--- src/rtl/ram_arb_pkg.sv ---
// Shared types and default sizes for the two-requester RAM arbiter.
// Latency: n/a (types only).
// Backpressure: n/a (types only).
package ram_arb_pkg;

  localparam int ADDR_W = 5;
  localparam int DATA_W = 8;

  // Which requester a command / read return belongs to.
  typedef enum logic {
    OWN_A = 1'b0,
    OWN_B = 1'b1
  } owner_t;

  // One requester transaction as presented on the request ports.
  typedef struct packed {
    logic              we;
    logic [ADDR_W-1:0] addr;
    logic [DATA_W-1:0] wdata;
  } req_t;

  function automatic owner_t other_owner(input owner_t o);
    return (o == OWN_A) ? OWN_B : OWN_A;
  endfunction

endpackage

--- src/rtl/ram_arbiter_if.sv ---
// Bundle of requester A/B handshake ports and the single-port RAM port.
// Latency: n/a (wires only).
// Backpressure: a requester holds req until its gnt; no other flow control.
// slave  : arbiter side (takes requests and ram_data_out, drives grants/returns/RAM command)
// master : requester + RAM side (drives requests and ram_data_out)
interface ram_arbiter_if #(
  parameter int ADDR_W = ram_arb_pkg::ADDR_W,
  parameter int DATA_W = ram_arb_pkg::DATA_W
);
  logic              a_req;
  logic              a_we;
  logic [ADDR_W-1:0] a_addr;
  logic [DATA_W-1:0] a_wdata;
  logic              a_gnt;
  logic              a_rvalid;
  logic [DATA_W-1:0] a_rdata;

  logic              b_req;
  logic              b_we;
  logic [ADDR_W-1:0] b_addr;
  logic [DATA_W-1:0] b_wdata;
  logic              b_gnt;
  logic              b_rvalid;
  logic [DATA_W-1:0] b_rdata;

  logic              ram_wr_en;
  logic              ram_rd_en;
  logic [ADDR_W-1:0] ram_addr;
  logic [DATA_W-1:0] ram_data_in;
  logic [DATA_W-1:0] ram_data_out;

  modport slave (
    input  a_req, a_we, a_addr, a_wdata,
    output a_gnt, a_rvalid, a_rdata,
    input  b_req, b_we, b_addr, b_wdata,
    output b_gnt, b_rvalid, b_rdata,
    output ram_wr_en, ram_rd_en, ram_addr, ram_data_in,
    input  ram_data_out
  );

  modport master (
    output a_req, a_we, a_addr, a_wdata,
    input  a_gnt, a_rvalid, a_rdata,
    output b_req, b_we, b_addr, b_wdata,
    input  b_gnt, b_rvalid, b_rdata,
    input  ram_wr_en, ram_rd_en, ram_addr, ram_data_in,
    output ram_data_out
  );

endinterface

--- src/rtl/rr_arb2.sv ---
// Two-way round-robin arbiter with its priority pointer.
// Latency: grants are combinational from req and pri; pri updates on the next edge.
// Backpressure: a non-granted requester simply keeps req high and wins next time it contends.
// Ports: clk, rst (sync, active-high); i_a_req/i_b_req in; o_a_gnt/o_b_gnt/o_gnt_own out.
module rr_arb2
  import ram_arb_pkg::*;
(
  input  logic   clk,
  input  logic   rst,
  input  logic   i_a_req,
  input  logic   i_b_req,
  output logic   o_a_gnt,
  output logic   o_b_gnt,
  output owner_t o_gnt_own
);

  owner_t r_pri;
  owner_t w_pri_nxt;

  always_ff @(posedge clk) begin
    if (rst) begin
      r_pri <= OWN_A;
    end else begin
      r_pri <= w_pri_nxt;
    end
  end

  // A lone requester wins regardless of pri; on contention pri decides.
  // After any grant the pointer moves to the loser; grants are gated by rst.
  always_comb begin
    o_a_gnt   = 1'b0;
    o_b_gnt   = 1'b0;
    o_gnt_own = OWN_A;
    w_pri_nxt = r_pri;
    if (!rst) begin
      if (i_a_req && (!i_b_req || r_pri == OWN_A)) begin
        o_a_gnt   = 1'b1;
        o_gnt_own = OWN_A;
        w_pri_nxt = other_owner(OWN_A);
      end else if (i_b_req) begin
        o_b_gnt   = 1'b1;
        o_gnt_own = OWN_B;
        w_pri_nxt = other_owner(OWN_B);
      end
    end
  end

endmodule

--- src/rtl/ram_arbiter.sv ---
// Arbitrates two requesters onto one synchronous single-port RAM, routing read data back.
// Latency: grant cycle N -> RAM command in N+1 -> rvalid/rdata in N+2; one grant per cycle.
// Backpressure: the loser keeps req high; the pipeline itself never stalls.
// Ports: clk, rst (sync, active-high); bus = ram_arbiter_if.slave (requests A/B, grants,
//        read returns, RAM wr_en/rd_en/addr/data_in out, ram_data_out in).
module ram_arbiter #(
  parameter int ADDR_W = ram_arb_pkg::ADDR_W,
  parameter int DATA_W = ram_arb_pkg::DATA_W
) (
  input  logic           clk,
  input  logic           rst,
  ram_arbiter_if.slave   bus
);
  import ram_arb_pkg::*;

  logic              w_a_gnt;
  logic              w_b_gnt;
  logic              w_gnt;
  owner_t            w_gnt_own;
  logic              w_sel_we;
  logic [ADDR_W-1:0] w_sel_addr;
  logic [DATA_W-1:0] w_sel_wdata;

  // Command stage: what the RAM sees in the cycle after a grant.
  logic              r_wr_en;
  logic              r_rd_en;
  logic [ADDR_W-1:0] r_addr;
  logic [DATA_W-1:0] r_data_in;
  owner_t            r_cmd_own;

  // Return stage: marks the cycle in which ram_data_out holds read data.
  logic              r_rd_vld;
  owner_t            r_rd_own;

  logic              w_a_rvalid;
  logic              w_b_rvalid;
  logic [DATA_W-1:0] r_a_rdata;
  logic [DATA_W-1:0] r_b_rdata;

  rr_arb2 u_rr_arb2 (
    .clk       (clk),
    .rst       (rst),
    .i_a_req   (bus.a_req),
    .i_b_req   (bus.b_req),
    .o_a_gnt   (w_a_gnt),
    .o_b_gnt   (w_b_gnt),
    .o_gnt_own (w_gnt_own)
  );

  assign w_gnt       = w_a_gnt | w_b_gnt;
  assign w_sel_we    = (w_gnt_own == OWN_A) ? bus.a_we    : bus.b_we;
  assign w_sel_addr  = (w_gnt_own == OWN_A) ? bus.a_addr  : bus.b_addr;
  assign w_sel_wdata = (w_gnt_own == OWN_A) ? bus.a_wdata : bus.b_wdata;

  always_ff @(posedge clk) begin
    if (rst) begin
      r_wr_en   <= 1'b0;
      r_rd_en   <= 1'b0;
      r_addr    <= '0;
      r_data_in <= '0;
      r_cmd_own <= OWN_A;
    end else begin
      r_wr_en <= w_gnt & w_sel_we;
      r_rd_en <= w_gnt & ~w_sel_we;
      // Address/data only move on a grant so idle cycles leave the RAM bus quiet.
      if (w_gnt) begin
        r_addr    <= w_sel_addr;
        r_data_in <= w_sel_wdata;
        r_cmd_own <= w_gnt_own;
      end
    end
  end

  always_ff @(posedge clk) begin
    if (rst) begin
      r_rd_vld <= 1'b0;
      r_rd_own <= OWN_A;
    end else begin
      r_rd_vld <= r_rd_en;
      r_rd_own <= r_cmd_own;
    end
  end

  assign w_a_rvalid = r_rd_vld & (r_rd_own == OWN_A);
  assign w_b_rvalid = r_rd_vld & (r_rd_own == OWN_B);

  // Hold registers keep the last returned word visible while rvalid is low.
  always_ff @(posedge clk) begin
    if (rst) begin
      r_a_rdata <= '0;
      r_b_rdata <= '0;
    end else begin
      if (w_a_rvalid) r_a_rdata <= bus.ram_data_out;
      if (w_b_rvalid) r_b_rdata <= bus.ram_data_out;
    end
  end

  assign bus.a_gnt       = w_a_gnt;
  assign bus.b_gnt       = w_b_gnt;
  assign bus.a_rvalid    = w_a_rvalid;
  assign bus.b_rvalid    = w_b_rvalid;
  // During the return cycle the RAM output is passed straight through to hit 2-cycle latency.
  assign bus.a_rdata     = w_a_rvalid ? bus.ram_data_out : r_a_rdata;
  assign bus.b_rdata     = w_b_rvalid ? bus.ram_data_out : r_b_rdata;
  assign bus.ram_wr_en   = r_wr_en;
  assign bus.ram_rd_en   = r_rd_en;
  assign bus.ram_addr    = r_addr;
  assign bus.ram_data_in = r_data_in;

endmodule

--- src/flat_wrapper.sv ---
// flat-port wrapper written by rule: the top's interface ports become plain ports
module ram_arbiter_flat import ram_arb_pkg::*;
#(
  parameter int ADDR_W = ram_arb_pkg::ADDR_W,
  parameter int DATA_W = ram_arb_pkg::DATA_W
)
  (clk, rst, bus_a_req, bus_a_we, bus_a_addr, bus_a_wdata, bus_a_gnt, bus_a_rvalid, bus_a_rdata, bus_b_req, bus_b_we, bus_b_addr, bus_b_wdata, bus_b_gnt, bus_b_rvalid, bus_b_rdata, bus_ram_wr_en, bus_ram_rd_en, bus_ram_addr, bus_ram_data_in, bus_ram_data_out);
  ram_arbiter_if #(.ADDR_W(ADDR_W), .DATA_W(DATA_W)) bus_i ();
  input  logic clk;
  input  logic rst;
  input wire logic [$bits(bus_i.a_req)-1:0] bus_a_req;
  input wire logic [$bits(bus_i.a_we)-1:0] bus_a_we;
  input wire logic [$bits(bus_i.a_addr)-1:0] bus_a_addr;
  input wire logic [$bits(bus_i.a_wdata)-1:0] bus_a_wdata;
  output wire logic [$bits(bus_i.a_gnt)-1:0] bus_a_gnt;
  output wire logic [$bits(bus_i.a_rvalid)-1:0] bus_a_rvalid;
  output wire logic [$bits(bus_i.a_rdata)-1:0] bus_a_rdata;
  input wire logic [$bits(bus_i.b_req)-1:0] bus_b_req;
  input wire logic [$bits(bus_i.b_we)-1:0] bus_b_we;
  input wire logic [$bits(bus_i.b_addr)-1:0] bus_b_addr;
  input wire logic [$bits(bus_i.b_wdata)-1:0] bus_b_wdata;
  output wire logic [$bits(bus_i.b_gnt)-1:0] bus_b_gnt;
  output wire logic [$bits(bus_i.b_rvalid)-1:0] bus_b_rvalid;
  output wire logic [$bits(bus_i.b_rdata)-1:0] bus_b_rdata;
  output wire logic [$bits(bus_i.ram_wr_en)-1:0] bus_ram_wr_en;
  output wire logic [$bits(bus_i.ram_rd_en)-1:0] bus_ram_rd_en;
  output wire logic [$bits(bus_i.ram_addr)-1:0] bus_ram_addr;
  output wire logic [$bits(bus_i.ram_data_in)-1:0] bus_ram_data_in;
  input wire logic [$bits(bus_i.ram_data_out)-1:0] bus_ram_data_out;
  assign bus_i.a_req = bus_a_req;
  assign bus_i.a_we = bus_a_we;
  assign bus_i.a_addr = bus_a_addr;
  assign bus_i.a_wdata = bus_a_wdata;
  assign bus_a_gnt = bus_i.a_gnt;
  assign bus_a_rvalid = bus_i.a_rvalid;
  assign bus_a_rdata = bus_i.a_rdata;
  assign bus_i.b_req = bus_b_req;
  assign bus_i.b_we = bus_b_we;
  assign bus_i.b_addr = bus_b_addr;
  assign bus_i.b_wdata = bus_b_wdata;
  assign bus_b_gnt = bus_i.b_gnt;
  assign bus_b_rvalid = bus_i.b_rvalid;
  assign bus_b_rdata = bus_i.b_rdata;
  assign bus_ram_wr_en = bus_i.ram_wr_en;
  assign bus_ram_rd_en = bus_i.ram_rd_en;
  assign bus_ram_addr = bus_i.ram_addr;
  assign bus_ram_data_in = bus_i.ram_data_in;
  assign bus_i.ram_data_out = bus_ram_data_out;
  ram_arbiter #(.ADDR_W(ADDR_W), .DATA_W(DATA_W)) u_core (.clk(clk), .rst(rst), .bus(bus_i));
endmodule
--- config.mk ---
export PLATFORM = sky130hd
export DESIGN_NAME = ram_arbiter_flat
export DESIGN_NICKNAME = d
export VERILOG_FILES = /design/src/rtl/ram_arb_pkg.sv /design/src/rtl/ram_arbiter_if.sv /design/src/rtl/rr_arb2.sv /design/src/rtl/ram_arbiter.sv /design/src/flat_wrapper.sv
export SDC_FILE = /design/constraint.sdc
export NUM_CORES = 1
export LEC_CHECK = 0
export ABC_CLOCK_PERIOD_IN_PS = 4500
export CORE_MARGIN = 2
export CORE_UTILIZATION = 45
export CTS_BUF_LIST = sky130_fd_sc_hd__clkbuf_8
export DETAILED_ROUTE_END_ITERATION = 10
export GPL_ROUTABILITY_DRIVEN = 1
export MAX_ROUTING_LAYER = met4
export PLACE_DENSITY = 0.88
export SLEW_MARGIN = 20
export SYNTH_ARGS = -nofsm -noshare
export SYNTH_HDL_FRONTEND = slang
export SYNTH_HIERARCHICAL = 1
export SYNTH_SLANG_ARGS = --single-unit
--- constraint.sdc ---
create_clock -name clk -period 4.5 [get_ports clk]
set_clock_uncertainty 0.15 [all_clocks]
set_input_delay 0.45 -clock clk [delete_from_list [all_inputs] [get_ports clk]]
set_output_delay 0.45 -clock clk [all_outputs]
set_load 0.03 [all_outputs]
==> results of run 1 <==
## tightest hold or removal path, cell delays in order, from the launching register on
cell and delay, ns:
dfxtp_1 0.30, inv_1 0.07, nor2_1 0.04
## flip-flops by register name, summed over array words and instances (netlist names)
| name | count |
|---|---|
| u_core/r_cmd_own | 1 |
| u_core/bus.ram_rd_en | 1 |
| u_core/bus.ram_wr_en | 1 |
| u_core/bus.ram_data_in | 8 |
| u_core/r_rd_own | 1 |
| u_core/r_a_rdata | 8 |
| u_core/u_rr_arb2/r_pri | 1 |
| u_core/r_b_rdata | 8 |
| u_core/r_rd_vld | 1 |
| u_core/bus.ram_addr | 5 |
## final timing paths
kind                            slack, ns  cells after the start                                endpoint                                start
worst max-delay path                 1.69                      5                               bus_b_gnt                            bus_a_req
worst min-delay path                 0.30                      2              u_core/r_rd_own$_SDFF_PP0_        u_core/r_cmd_own$_SDFFE_PP0P_
worst max register to register       2.33                      6  u_core/bus.ram_data_in[1]$_SDFFE_PP0P_  u_core/u_rr_arb2/r_pri$_SDFFE_PP0P_
worst min register to register       0.30                      2              u_core/r_rd_own$_SDFF_PP0_        u_core/r_cmd_own$_SDFFE_PP0P_
## area by class of cell
class,count,area [um^2]
repair buffers,75,743
inverters,4,15.0
clock buffers,5,68.8
flip-flops and latches,35,701
multi-input cells,87,756
clock inverters,3,12.5
well taps,46,57.6
fillers,253,957
## cell usage after synthesis
library cell / number / share of area
buf_4: 2 / 0.0097
o21ba_2: 1 / 0.0065
nand2_2: 1 / 0.0040
dfxtp_1: 35 / 0.45
mux2i_1: 14 / 0.090
or2_1: 1 / 0.0040
mux2_4: 8 / 0.077
a211oi_1: 15 / 0.073
nor2b_1: 11 / 0.044
mux2_2: 8 / 0.058
inv_1: 4 / 0.0097
buf_2: 2 / 0.0065
nor2b_4: 8 / 0.071
nand2b_1: 1 / 0.0040
nor2_1: 16 / 0.039
buf_6: 5 / 0.036
nor3_1: 1 / 0.0032
clkbuf_1: 1 / 0.0024
nor3b_1: 2 / 0.0097
## logic make-up after synthesis
group | after synthesis | synth area share
flops | 35 | 0.452
simple gates | 41 | 0.179
buf+inv | 14 | 0.0645
compound gates | 16 | 0.0790
mux | 30 | 0.226
## metrics by stage
step / hold slack, ns / power [mW]
5_1_grt: 0.328 / 0.724
6_report: 0.305 / 0.691
3_5_place_dp: 0.299 / 0.493
4_1_cts: 0.309 / 0.701
2_1_floorplan: 0.267 / 0.424
3_3_place_gp: 0.279 / 0.488
## cell usage in the layout (no fill, tap or decap), types with 5 or more instances in the layout
master and count:
nor2_1 16, clkdlybuf4s50_1 73, nor2b_1 11, a211oi_1 15, inv_1 6, mux2_4 8
mux2_2 8, nor2b_4 8, mux2i_1 14, clkbuf_8 5, dfxtp_1 35
## power groups by stage
| stage | clock network [mW] | logic (mW) | registers, mW |
|---|---|---|---|
| detailed placement | 0 | 0.153 | 0.339 |
| finish | 0.205 | 0.153 | 0.333 |
| global route | 0.226 | 0.164 | 0.334 |
| CTS | 0.214 | 0.154 | 0.333 |
| floorplan | 0 | 0.0628 | 0.362 |
| global placement | 0 | 0.149 | 0.339 |
## layer usage
layer / part of all wire / vias up / GRT usage
met5: 0 / - / -
met4: 0.014 / 0 / 0.100
met3: 0.077 / 6 / 0.0559
met2: 0.48 / 63 / 0.313
met1: 0.43 / 564 / 0.223
li1: - / 606 / -
==> results.md, run 1 <==
- Run status: completed
- Pwr Density: 294 nW/um^2
- Via count: 1239
- Ant diodes: 0
- Routed wire length: 3400 um
- Area Growth Syn to Fin: 51.7%
- PortBufs: 74
- Setup crit end kind: output port
- Post-route design area: 2350 um^2
- Die Height: 62.7 um
- Final worst slack: 1.69 ns
- Setup Buffers After CTS: 0
- WL/cell: 13.3 um
- Initial DRC Count: 55
- GR Util All Layers: 0.196
- Placed cells: 247
- Max frequency: 355 MHz
- # rows: 21
- Final nets: 248
- Via/cell ratio: 4.86
- Relative slew margins: 0.410
- MaxCap Viol Count: 0
- Startpoint types: input port
- Max-slew violations: 0
- H-tree levels: 2
- Full die area: 3930 um^2
- P_leak: 0.916 nW
- Logic pwr share: 0.222
- Post-layout utilization of the core: 0.711
- Post-CTS sizing: 0
- TritonRoute pass-1 iters: 4
- Largest stage delay on the critical path: 0.72 ns
- Critical path's slowest cell: clkdlybuf4s50_1
- Synth warnings: 6
- Dpl ws: 1.69 ns
- Seq/Total Area, Yosys: 0.452
- CP Max Fanout: 18
- Worst path required time: 3.90 ns
- I/O Pins: 75
- RSZ-0062 raised after global routing: false
- Seq cells post-synth: 35
- GPL Wtd Cong: 0.718
- Synth Area per Inst: 11.4 um^2
- Top delay family on crit path: buffers and inverters
- Pint: 0.507 mW
- TritonCTS clock tree: yes
- CTS Buf Count: 5
- Final Cycle Share: 0.625
- Initial antenna violation count: 0
- Clock Sinks: 35
- Final setup TNS: 0 ns
- Clock Tree Buf Depth: 2
- Core area: 3310 um^2
- Worst vdd ir: 0.000175 V
- Worst-Margin Slew: 0.885 ns
- Dpl hpwl: 2570 um
- Detail Route Antenna Nets: 0
- Grt ovf: 0
- Sequential share of power: 0.482
- Clock Pin Slew Worst Setup and Hold Paths: 0.06 ns
- Number of remaining DRC errors: 0
- First-pass GRT wire length: 5800 um
- Post-Synthesis Cells: 136
- Clock share of power: 0.297
- Critical path type: in2out
- Crit path DAT: 2.21 ns
- Synthesized cell area: 1550 um^2
- Hold buffer count at CTS: 0
- Most frequent CP cell: clkdlybuf4s50_1
- Worst path bufs/invs: 3
- Root buffer cell: clkbuf_8
- Placed inst area: 2270 um^2
- Sw Ratio: 0.266
- Vias in the first global route: 1312
- Syn Nets: 176
- Initial Util: 0.469
- Switching pwr: 0.184 mW
- Worst-skew pair later-pin latency: 0.28 ns
- Netlist cell types: 19
- Non-filler cells, final: 255
- Largest net degree at the start of global routing: 38
- Fin crit period: 2.81 ns
- Crit-path cells: clkdlybuf4s50_1, nor2b_1, nor3b_2, buf_4, clkdlybuf4s50_1
- Die width: 62.7 um
- Fraction of layout cells with a size suffix above 1: 0.167
- # setup viols final: 0
- Worst min path class: reg2reg
- Hold Fails Final Rpt: 0
Power figures use the tool's default switching activity.
==> inputs of run 2 (changes only) <==
--- a/config.mk
+++ b/config.mk
@@ -5,14 +5,14 @@
 export SDC_FILE = /design/constraint.sdc
 export NUM_CORES = 1
 export LEC_CHECK = 0
-export ABC_CLOCK_PERIOD_IN_PS = 4500
+export ABC_CLOCK_PERIOD_IN_PS = 2300
 export CORE_MARGIN = 2
-export CORE_UTILIZATION = 45
+export CORE_UTILIZATION = 38
 export CTS_BUF_LIST = sky130_fd_sc_hd__clkbuf_8
 export DETAILED_ROUTE_END_ITERATION = 10
 export GPL_ROUTABILITY_DRIVEN = 1
 export MAX_ROUTING_LAYER = met4
-export PLACE_DENSITY = 0.88
+export PLACE_DENSITY = 0.79
 export SLEW_MARGIN = 20
 export SYNTH_ARGS = -nofsm -noshare
 export SYNTH_HDL_FRONTEND = slang
==> constraint.sdc (replaced) <==
create_clock -name clk -period 2.3 [get_ports clk]
set_clock_uncertainty 0.15 [all_clocks]
set_input_delay 0.23 -clock clk [delete_from_list [all_inputs] [get_ports clk]]
set_output_delay 0.23 -clock clk [all_outputs]
set_load 0.03 [all_outputs]
==> run 2 against run 1 <==
Sequential power rose by 95%. Combinational power rose by 95%. Non-clock buffer count rose by 2. Die area rose by 17%. Worst setup slack got worse by 1.6 ns. Sequential cell count did not move. Largest power group unchanged. Highest routed layer unchanged.
==> results.md, run 2 (synthesis gave the netlist of run 1 again) <==
- Final Cycle Share: 0.944
- Vias in the first global route: 1189 (was 1312)
- Startpoint types: flip-flop (was input port)
- Worst-Margin Slew: 0.797 ns (was 0.885 ns)
- Worst setup endpoint: bus_b_rdata[1] (was bus_b_gnt)
- R2R depth: 4 (was 6)
- Placed cells: 253 (was 247)
- Top Layer Used: met4 (unchanged)
- Core area: 3970 um^2 (was 3310 um^2)
- Grt ovf: 0 (unchanged)
- Full die area: 4610 um^2 (was 3930 um^2)
- Largest net degree at the start of global routing: 36 (was 38)
- Initial DRC Count: 18 (was 55)
- Hold Fails Final Rpt: 0 (unchanged)
- Area of the multi-input gates: 764 um^2 (was 756 um^2)
- Final setup TNS: 0 ns (unchanged)
- MaxCap Viol Count: 0 (unchanged)
- P_leak: 0.968 nW (was 0.916 nW)
- Clock Tree Buf Depth: 2 (unchanged)
- Root buffer cell: clkbuf_8 (unchanged)
- Detail Route Antenna Nets: 0 (unchanged)
- Met2 routed WL: 1540 um (was 1640 um)
- H-tree levels: 2 (unchanged)
- Area Growth Syn to Fin: 54.9% (was 51.7%)
- Metal3 WL: 360 um (was 263 um)
- Commonest non-fill, non-tap cell in the layout: clkdlybuf4s50_1 (unchanged)
- Max frequency: 461 MHz
- Fraction of layout cells with a size suffix above 1: 0.190 (was 0.167)
- CTS Buf Count: 5 (unchanged)
- PortBufs: 74 (unchanged)
- Crit path DAT: 1.79 ns (was 2.21 ns)
- GR Util All Layers: 0.157 (was 0.196)
- I/O Pins: 75 (unchanged)
- Run status: completed (unchanged)
- Critical Path Start: u_core/r_rd_vld$_SDFF_PP0_ (was bus_a_req)
- Worst reg2reg path startpoint: u_core/u_rr_arb2/r_pri$_SDFFE_PP0P_ (unchanged)
- Reg2reg end: u_core/bus.ram_addr[2]$_SDFFE_PP0P_ (was u_core/bus.ram_data_in[1]$_SDFFE_PP0P_)
- Die width: 67.9 um (was 62.7 um)
- Placed inst area: 2310 um^2 (was 2270 um^2)
- Metal-1 WL: 1280 um (was 1460 um)
- Initial Util: 0.391 (was 0.469)
- Max-slew violations: 0 (unchanged)
- WL/cell: 12.4 um (was 13.3 um)
- CP Max Fanout: 9 (was 18)
- TritonCTS clock tree: yes (unchanged)
- Routed wire length: 3230 um (was 3400 um)
- Ant diodes: 0 (unchanged)
- First-pass GRT wire length: 5100 um (was 5800 um)
- Final nets: 250 (was 248)
- Dpl ws: -0.0168 ns (was 1.69 ns)
- TritonRoute pass-1 iters: 4 (unchanged)
- GPL Wtd Cong: 0.774 (was 0.718)
- RSZ-0062 raised after global routing: false (unchanged)
- Worst vdd ir: 0.000319 V (was 0.000175 V)
- Non-filler cells, final: 261 (was 255)
- Fin crit period: 2.17 ns
- Via count: 1196 (was 1239)
- Initial antenna violation count: 0 (unchanged)
- Flop2flop setup slack: 0.43 ns (was 2.33 ns)
- Via/cell ratio: 4.58 (was 4.86)
- Seq. cell area: 701 um^2 (unchanged)
- Dpl hpwl: 2390 um (was 2570 um)
- Final Power: 1.43 mW (was 0.691 mW)
- # setup viols final: 0 (unchanged)
- Critical path type: reg2out (was in2out)
- Worst min path class: reg2reg (unchanged)
- Final worst slack: 0.129 ns (was 1.69 ns)
- Post-route design area: 2400 um^2 (was 2350 um^2)
- Fillers: 349 (was 253)
- Worst-skew pair later-pin latency: 0.28 ns (about the same)
- Clock Pin Slew Worst Setup and Hold Paths: 0.07 ns (was 0.06 ns)
- Die Height: 67.9 um (was 62.7 um)
- Pwr Density: 594 nW/um^2 (was 294 nW/um^2)
- Worst path required time: 1.92 ns (was 3.90 ns)
- Number of remaining DRC errors: 0 (unchanged)
- Clock Sinks: 35 (unchanged)
- Relative slew margins: 0.468 (was 0.410)
- Setup crit end kind: output port (unchanged)
- Hold buffer count at CTS: 0 (unchanged)
- Most frequent cells in the layout: clkdlybuf4s50_1, dfxtp_1, nor2_1 (unchanged)
- # rows: 23 (was 21)
## run 2: worst min-delay path by stage
stage                                             start                              to  slack (ns)  cells past startpoint
final                     u_core/r_cmd_own$_SDFFE_PP0P_      u_core/r_rd_own$_SDFF_PP0_        0.30                      2
after global routing      u_core/r_cmd_own$_SDFFE_PP0P_      u_core/r_rd_own$_SDFF_PP0_        0.32                      2
after CTS                 u_core/r_cmd_own$_SDFFE_PP0P_      u_core/r_rd_own$_SDFF_PP0_        0.29                      2
after detailed placement  u_core/r_cmd_own$_SDFFE_PP0P_      u_core/r_rd_own$_SDFF_PP0_        0.28                      2
after global placement    u_core/r_cmd_own$_SDFFE_PP0P_      u_core/r_rd_own$_SDFF_PP0_        0.28                      2
after floorplan                                     rst  u_core/r_a_rdata[6]$_SDFF_PP0_        0.14                      1
## run 2: critical path, cell delays in order (launching register included)
cell and delay (ns):
dfxtp_1 0.33, nand2_2 0.20, mux2_2 0.39, clkdlybuf4s50_1 0.59
## run 2: what timing repair did
item / 4_1_cts / 5_1_grt
resized for setup: 7 / 0
setup endpoints to repair: 6 / 0
setup buffers: 0 / 0
## run 2: layout make-up
cell class / count / area share
multi-input cells: 87 / 0.318
repair buffers: 77 / 0.317
flip-flops and latches: 35 / 0.292
clock buffers: 7 / 0.0401
well taps: 50 / 0.0260
inverters: 4 / 0.00625
clock inverters: 1 / 0.00156
## run 2: report_power, final
| group | leakage [nW] | switching, mW | internal (mW) |
|---|---|---|---|
| clock network | 0.0557 | 0.210 | 0.269 |
| logic | 0.626 | 0.145 | 0.154 |
| registers | 0.286 | 0.0132 | 0.636 |
| total | 0.968 | 0.368 | 1.06 |
## run 2: per-stage QoR
step | utilization | hold slack, ns
global route | 0.605 | 0.320
CTS | 0.605 | 0.294
floorplan | - | 0.144
global placement | 0.581 | 0.276
finish | 0.605 | 0.295
detailed placement | 0.581 | 0.280
## run 2: layer usage
layer	vias to the layer above	global-route usage
met5	-	-
met4	0	0.0600
met3	6	0.0822
met2	61	0.267
met1	522	0.152
li1	607	-
==> inputs of run 3 (changes only) <==
--- a/config.mk
+++ b/config.mk
@@ -12,7 +12,8 @@
 export DETAILED_ROUTE_END_ITERATION = 10
 export GPL_ROUTABILITY_DRIVEN = 1
 export MAX_ROUTING_LAYER = met4
-export PLACE_DENSITY = 0.79
+export PLACE_DENSITY = 0.75
+export RECOVER_POWER = 25
 export SLEW_MARGIN = 20
 export SYNTH_ARGS = -nofsm -noshare
 export SYNTH_HDL_FRONTEND = slang
==> run 3 against run 2 <==
Total power fell by 4.5%. Clock power is 15% lower. Largest power group unchanged. Sequential share of layout area is 0.11 points lower. Global-route usage fell by 0.36 points.
==> results.md, run 3 (synthesis gave the netlist of run 1 again) <==
- Run status: completed (unchanged)
- TritonRoute pass-1 iters: 4 (unchanged)
- Setup crit end kind: output port (unchanged)
- CTS Buf Count: 5 (unchanged)
- # setup viols final: 0 (unchanged)
- Relative slew margins: 0.357 (was 0.468)
- MaxCap Viol Count: 0 (unchanged)
- GPL Wtd Cong: 0.730 (was 0.774)
- Largest net degree at the start of global routing: 35 (was 36)
- Clock Pin Slew Worst Setup and Hold Paths: 0.07 ns (about the same)
- Max frequency: 452 MHz (was 461 MHz)
- Grt ovf: 0 (unchanged)
- Vias in the first global route: 1192 (was 1189)
- Area Growth Syn to Fin: 55.5% (was 54.9%)
- Final setup TNS: 0 ns (unchanged)
- Min-Delay Path Depth: 2 (unchanged)
- Worst path required time: 1.92 ns (about the same)
- Initial antenna violation count: 0 (unchanged)
- Max-slew violations: 0 (unchanged)
- Initial Util: 0.391 (unchanged)
- Number of remaining DRC errors: 0 (unchanged)
- GR Util All Layers: 0.154 (was 0.157)
- R2R depth: 6 (was 4)
- Dpl hpwl: 2460 um (was 2390 um)
- Worst vdd ir: 0.000250 V (was 0.000319 V)
- Commonest non-fill, non-tap cell in the layout: clkdlybuf4s50_1 (unchanged)
- Via/cell ratio: 4.65 (was 4.58)
- Final Cycle Share: 0.962 (was 0.944)
- Critical path type: reg2out (unchanged)
- Startpoint types: flip-flop (unchanged)
- Detail Route Antenna Nets: 0 (unchanged)
- Root buffer cell: clkbuf_8 (unchanged)
- Clock Tree Buf Depth: 2 (unchanged)
- Crit-path cells: nand2b_1, buf_4, mux2_4, clkdlybuf4s50_1 (was nand2_2, mux2_2, clkdlybuf4s50_1)
- I/O Pins: 75 (unchanged)
- Full die area: 4610 um^2 (unchanged)
- Largest stage delay on the critical path: 0.59 ns (about the same)
- Ant diodes: 0 (unchanged)
- Clock Sinks: 35 (unchanged)
- RSZ-0062 raised after global routing: false (unchanged)
- Die width: 67.9 um (unchanged)
- Final worst slack: 0.0881 ns (was 0.129 ns)
- Core area: 3970 um^2 (unchanged)
- Worst-skew pair later-pin latency: 0.28 ns (about the same)
- Setup Buffers After CTS: 0 (unchanged)
- WHS: 0.187 ns (was 0.295 ns)
- Post-layout utilization of the core: 0.607 (was 0.605)
- Worst min path class: in2reg (was reg2reg)
- Fin crit period: 2.21 ns (was 2.17 ns)
- Non-filler cells, final: 263 (was 261)
- First-pass GRT wire length: 5130 um (was 5100 um)
- Via count: 1224 (was 1196)
- Final nets: 252 (was 250)
- PortBufs: 74 (unchanged)
- Initial DRC Count: 22 (was 18)
- Dpl ws: 0.176 ns (was -0.0168 ns)
- Hold buffer count at CTS: 0 (unchanged)
- Pwr Density: 565 nW/um^2 (was 594 nW/um^2)
- Fraction of layout cells with a size suffix above 1: 0.174 (was 0.190)
- Die Height: 67.9 um (unchanged)
- Crit path DAT: 1.83 ns (was 1.79 ns)
- Critical path's slowest cell: clkdlybuf4s50_1 (unchanged)
- Placed inst area: 2330 um^2 (was 2310 um^2)
- Placed cells: 255 (was 253)
- CP Max Fanout: 9 (unchanged)
- # rows: 23 (unchanged)
- Most frequent cells in the layout: clkdlybuf4s50_1, dfxtp_1, nor2_1 (unchanged)
- Post-CTS sizing: 0 (was 7)
- Routed wire length: 3270 um (was 3230 um)
- WL/cell: 12.4 um (about the same)
- Final Power: 1.36 mW (was 1.43 mW)
- P_leak: 1.03 nW (was 0.968 nW)
- Worst-Margin Slew: 0.965 ns (was 0.797 ns)
- H-tree levels: 2 (unchanged)
- Post-route design area: 2410 um^2 (was 2400 um^2)
- Hold Fails Final Rpt: 0 (unchanged)
- TritonCTS clock tree: yes (unchanged)
[run 3: cell types whose count changed in the layout (fill, tap and decap cells not counted), moves of 2 or more]
cell / previous run / this run
clkbuf_8: 7 / 5
dlygate4sd2_1: 6 / 0
dlymetal6s2s_1: 0 / 5
mux2_1: 0 / 2
mux2_4: 8 / 6
[run 3: final timing paths]
check,startpoint,end,slack (ns)
hold reg to reg,u_core/r_cmd_own$_SDFFE_PP0P_,u_core/r_rd_own$_SDFF_PP0_,0.29
hold / removal,rst,u_core/u_rr_arb2/r_pri$_SDFFE_PP0P_,0.19
setup reg to reg,u_core/u_rr_arb2/r_pri$_SDFFE_PP0P_,u_core/bus.ram_addr[3]$_SDFFE_PP0P_,0.62
setup / recovery,u_core/r_rd_own$_SDFF_PP0_,bus_a_rdata[7],0.09
[run 3: layout make-up]
cell class                      instances  area, um^2
Fill cell                             318        1560
Clock buffer                            5        68.8
Timing Repair Buffer                   79         805
Inverter                                4        15.0
Sequential cell                        35         701
Multi-Input combinational cell         87         748
Clock inverter                          3        12.5
Tap cell                               50        62.6
[run 3: metal layers]
metal | up-vias | routed length (um) | track usage
met5 | - | 0 | -
met4 | 0 | 30 | 0.0600
met3 | 5 | 393 | 0.0592
met2 | 66 | 1450 | 0.255
met1 | 540 | 1400 | 0.167
li1 | 613 | - | -
[run 3: critical path, delay by kind of cell (launching register included)]
family / cells / cell delay, ns
buffers and inverters: 2 / 0.79
and+or+nand+nor: 1 / 0.10
DFF: 1 / 0.33
muxes: 1 / 0.32
[run 3: report_power, final]
part           internal, mW  switching (mW)  leakage (nW)
Sequential            0.636          0.0139         0.286
Combinational         0.161           0.146         0.689
Clock                 0.203           0.203        0.0505
Total                  1.00           0.363          1.03
